--- src/rtl/tt_sweep_ctrl.sv ---
// Exhaustive input sweeper for small combinational circuits: steps every input vector,
// waits a settle time, captures the outputs and scores them against a packed truth table.
module tt_sweep_ctrl #(
    parameter int N_IN          = 3,
    parameter int N_OUT         = 2,
    parameter int SETTLE_CYCLES = 2
) (
    input  logic                         clk,
    input  logic                         reset,
    input  logic                         start,
    input  logic                         abort,
    input  logic [(2**N_IN)*N_OUT-1:0]   exp_table,
    output logic [N_IN-1:0]              dut_in,
    input  logic [N_OUT-1:0]             dut_out,
    output logic                         busy,
    output logic                         done,
    output logic                         pass,
    output logic [N_IN:0]                mismatch_cnt,
    output logic [N_IN-1:0]              first_fail,
    output logic [(2**N_IN)*N_OUT-1:0]   captured
);

    localparam int               V        = 2**N_IN;
    localparam logic [7:0]       CNT_LAST = 8'(SETTLE_CYCLES - 1);
    localparam logic [N_IN-1:0]  VEC_LAST = '1;
    localparam logic [N_IN:0]    MM_MAX   = (N_IN+1)'(V);

    typedef enum logic [1:0] {
        IDLE    = 2'd0,
        SETTLE  = 2'd1,
        CAPTURE = 2'd2,
        DONE    = 2'd3
    } state_t;

    state_t                  state_q;
    logic [N_IN-1:0]         vec_q;
    logic [7:0]              cnt_q;
    logic [N_IN:0]           mm_q;
    logic [N_IN-1:0]         ff_q;
    logic [V*N_OUT-1:0]      cap_q;
    logic [N_OUT-1:0]        exp_d;

    assign exp_d = exp_table[int'(vec_q)*N_OUT +: N_OUT];

    always_ff @(posedge clk or posedge reset) begin
        if (reset) begin
            state_q <= IDLE;
            vec_q   <= '0;
            cnt_q   <= '0;
            mm_q    <= '0;
            ff_q    <= '0;
            cap_q   <= '0;
        end else if (abort) begin
            // Partial results stay visible for post-mortem after an abort.
            state_q <= IDLE;
        end else begin
            case (state_q)
                IDLE, DONE: begin
                    if (start) begin
                        vec_q   <= '0;
                        cnt_q   <= '0;
                        mm_q    <= '0;
                        ff_q    <= '0;
                        cap_q   <= '0;
                        state_q <= SETTLE;
                    end
                end
                SETTLE: begin
                    if (cnt_q == CNT_LAST) begin
                        state_q <= CAPTURE;
                    end else begin
                        cnt_q <= cnt_q + 8'd1;
                    end
                end
                CAPTURE: begin
                    cap_q[int'(vec_q)*N_OUT +: N_OUT] <= dut_out;
                    // Written as match/else so an unknown compare lands on the mismatch side.
                    if (dut_out == exp_d) begin
                        mm_q <= mm_q;
                    end else begin
                        if (mm_q == '0) begin
                            ff_q <= vec_q;
                        end
                        if (mm_q != MM_MAX) begin
                            mm_q <= mm_q + 1'b1;
                        end
                    end
                    if (vec_q == VEC_LAST) begin
                        state_q <= DONE;
                    end else begin
                        vec_q   <= vec_q + 1'b1;
                        cnt_q   <= '0;
                        state_q <= SETTLE;
                    end
                end
                default: state_q <= IDLE;
            endcase
        end
    end

    assign dut_in       = vec_q;
    assign busy         = (state_q == SETTLE) || (state_q == CAPTURE);
    assign done         = (state_q == DONE);
    assign pass         = done && (mm_q == '0);
    assign mismatch_cnt = mm_q;
    assign first_fail   = ff_q;
    assign captured     = cap_q;

endmodule

--- config.mk ---
export PLATFORM = sky130hd
export DESIGN_NAME = tt_sweep_ctrl
export DESIGN_NICKNAME = d
export VERILOG_FILES = /design/src/rtl/tt_sweep_ctrl.sv
export SDC_FILE = /design/constraint.sdc
export NUM_CORES = 1
export LEC_CHECK = 0
export ABC_AREA = 1
export CAP_MARGIN = 30
export CELL_PAD_IN_SITES_DETAIL_PLACEMENT = 0
export CELL_PAD_IN_SITES_GLOBAL_PLACEMENT = 1
export CORE_UTILIZATION = 33
export CTS_CLUSTER_DIAMETER = 60
export DETAILED_ROUTE_END_ITERATION = 8
export PLACE_DENSITY_LB_ADDON = 0.1
export REMOVE_ABC_BUFFERS = 1
export SETUP_SLACK_MARGIN = 0.05
export SLEW_MARGIN = 10
export SYNTH_ARGS = -nofsm -noshare
export SYNTH_HDL_FRONTEND = slang
export SYNTH_SLANG_ARGS = --single-unit
--- constraint.sdc ---
create_clock -name clk -period 1.7 [get_ports clk]
set_input_delay 0.17 -clock clk [delete_from_list [all_inputs] [get_ports clk]]
set_output_delay 0.17 -clock clk [all_outputs]
set_load 0.005 [all_outputs]
==> flow_summary.ini <==
[clocking]
hold_buffers = 0
cts_sinks = 36
worstSkewPairLatency_ns = 0.29
cts_max_level = 2
cts_buffers = 5
cts.reportedPaths.clkPinSlew_ns = 0.07
clk_path_buf_depth = 2
tritoncts = done
root_buffer = clkbuf_8

[routing]
drt-pass1-iter-count = 4
drtIter0Drc = 87
drc = 0
wl_per_cell_um = 12.6
drtAntennaViolNets = 0
routed_via_density = 4.62
wl_um = 6220
vias = 2271

[synth]
synth_cell_types = 29
synthSimpleGateAreaFrac = 0.306
ys.flop_type = dfrtp_1
yosys-top-cells-area = dfrtp_1 39%, nand2_1 14%, inv_1 8.6%
synth_xor_area_frac = 0.0114
synthAdderAreaFrac = 0.0759
syn_area_per_cell_um2 = 7.39
synth-compound-area-share = 0.0976
synth_edf_count = 0
yosysMostFrequentCell = nand2_1
synth_area_leader_cell = dfrtp_1
synth_common_cells = 85 x nand2_1, 53 x inv_1, 36 x dfrtp_1
synthMuxAreaShare = 0.00488
synth_top_family_by_area = simple AND/OR/NAND/NOR gates
ys_seq_area_frac = 0.390
syn-instance-count = 312
syn_area_um2 = 2310
async_flop_share = 1.00
ys_warn_count = 0
netlist.area_leader.share = 0.390
synth-seq-cells = 36

[timing]
drv_slew = 0
holdWs_ns = 0.282
hold_viol = 0
min_period_over_period = 1.02
fin_crit_ns = 1.73
worst_pin_slew_ns = 0.456
rsz0062_at_grt = true
relSlewSlack = 0.696
setup_slack_ns = -0.0267
finalSetupViolCount = 8
fin_skew_ns = 0.00454
max_freq_mhz = 579

[grt]
antenna_found_initial = 0
grt_max_degree = 37
grt_pass1_vias = 2306
grt_remaining_overflow = 0
grt_usage = 0.184
grt_pass1_wl_um = 10700

[critical_path]
worstSetupPathType = reg2reg
crit_end = mismatch_cnt[0]
crit_fanout = 8
cp_cell_sequence = inv_2 > ha_4 > inv_2 > nor2_2 > inv_2 > nand2_4 > nor2_8 > inv_4 > buf_6 > a41oi_4 > nand2_4 > nand2_2 > o21ai_1
ff2ff_path_depth = 13
crit_family = flip-flops
cp_num_buf_inv = 5
endpoint_kind = flop
slowest_delay_ns = 0.39
cp-startpoint = state_q[0]
reg2reg_slack_ns = -0.03
r2r-start = state_q[0]
cp.arrival_ns = 1.91
cp_common_cell = inv_2
cp_data_required_time_ns = 1.88
crit_cells = 13
crit_path_start_kind = flop
crit_slowest_cell = dfrtp_1
reg2reg_to = mismatch_cnt[0]

[place]
portBuffers = 50
place_ws_ns = -0.132
dp.cells = 477
place_hpwl_um = 4560
gp_congestion = 0.827

[final_layout]
synthToLayoutAreaGrowth_pct = 57.9
drive_gt1_frac = 0.311
final_nets = 448
antenna_cells = 0
fin_cells = 492
fillers = 662

[floorplanning]
pin_count = 51
row_count = 30
core_um2 = 6760
start_util = 0.341
die_h_um = 85.6
dieArea_um2 = 7330
die_x_um = 85.6

[power_and_ir_drop]
powerDensity_nw_per_um2 = 870
leakage_nw = 1.72
power.ir.vdd_worst_mv = 0.543
finalPower_mw = 3.17

[outcome]
status = complete, but fails checks
violations = setup timing

[run]
max-cap-violations = 0

[min_path]
hp-class = in2async
## cell usage in the layout (no fill, tap or decap), types with 8 or more instances in the layout
master	Yosys	final
buf_4	1	42
nand2_1	85	71
nand2_2	2	13
inv_2	7	9
nand3_1	22	17
nand4_1	8	8
o21ai_1	7	12
o21ai_0	18	8
clkdlybuf4s50_1	0	47
dfrtp_1	36	35
nor2_1	16	12
inv_1	53	49
## metal layers
metal | global-route usage | routed length (µm) | vias up | part of all wire
met5 | 0 | 0 | - | 0
met1 | 0.249 | 3110 | 1053 | 0.50
met2 | 0.307 | 2900 | 30 | 0.47
met4 | 0.0318 | 27 | 0 | 0.0043
li1 | - | - | 1186 | -
met3 | 0.0385 | 177 | 2 | 0.028
## kinds of logic (layout without fill, tap and decap cells)
| group | Yosys count | after routing |
|---|---|---|
| compound gates | 40 | 40 |
| buf+inv | 66 | 166 |
| mux | 1 | 1 |
| simple gates | 152 | 152 |
| fa+ha+maj | 14 | 14 |
| flops | 36 | 36 |
| xor+xnor | 3 | 3 |
## power breakdown
group          switching [mW]  leakage, nW  internal [mW]
sequential             0.0438        0.499          0.906
clock                   0.304       0.0410          0.279
combinational           0.871         1.18          0.765
total                    1.22         1.72           1.95
## area by class of cell
class	count	area [µm²]	area share
repair buffers	99	908	0.249
well taps	80	100	0.0275
flip-flops and latches	36	902	0.248
clock inverters	1	5.00	0.00137
inverters	60	230	0.0632
multi-input cells	210	1420	0.391
clock buffers	6	72.6	0.0199
## tightest hold or removal path, cell delays in order
cell	delay [ns]
clkdlybuf4s50_1	0.39
inv_1	0.05
buf_4	0.40
## timing repair
item / in CTS / in global routing
endpoints found under the hold margin: 0 / 0
setup endpoints to repair: 29 / 38
setup buffers: 6 / 3
gates resized for setup: 55 / 34
pin swaps: 21 / 13
## stage by stage
step           setup TNS [ns]  cell area [µm²]  utilization
6_report              -0.0877             3640        0.539
3_3_place_gp            -1.28             3190        0.472
3_5_place_dp            -1.43             3190        0.472
2_1_floorplan           -4.57             2270            -
4_1_cts               -0.0502             3510        0.520
5_1_grt                 -2.23             3640        0.539
## how the worst min path moves through the flow
stage | startpoint | endpoint | cells after the start
3_5_place_dp | first_fail[0] | first_fail[0] | 2
6_report | reset | state_q[1] | 3
4_1_cts | reset | captured[8] | 3
2_1_floorplan | dut_out[0] | captured[0] | 2
5_1_grt | reset | cnt_q[7] | 3
3_3_place_gp | first_fail[0] | first_fail[0] | 2
## registers in the layout, indices dropped and copies added, names as in the netlist
register      flops
captured         16
mismatch_cnt      4
first_fail        3
dut_in            3
state_q           2
cnt_q             8
Power figures use the tool's default switching activity.
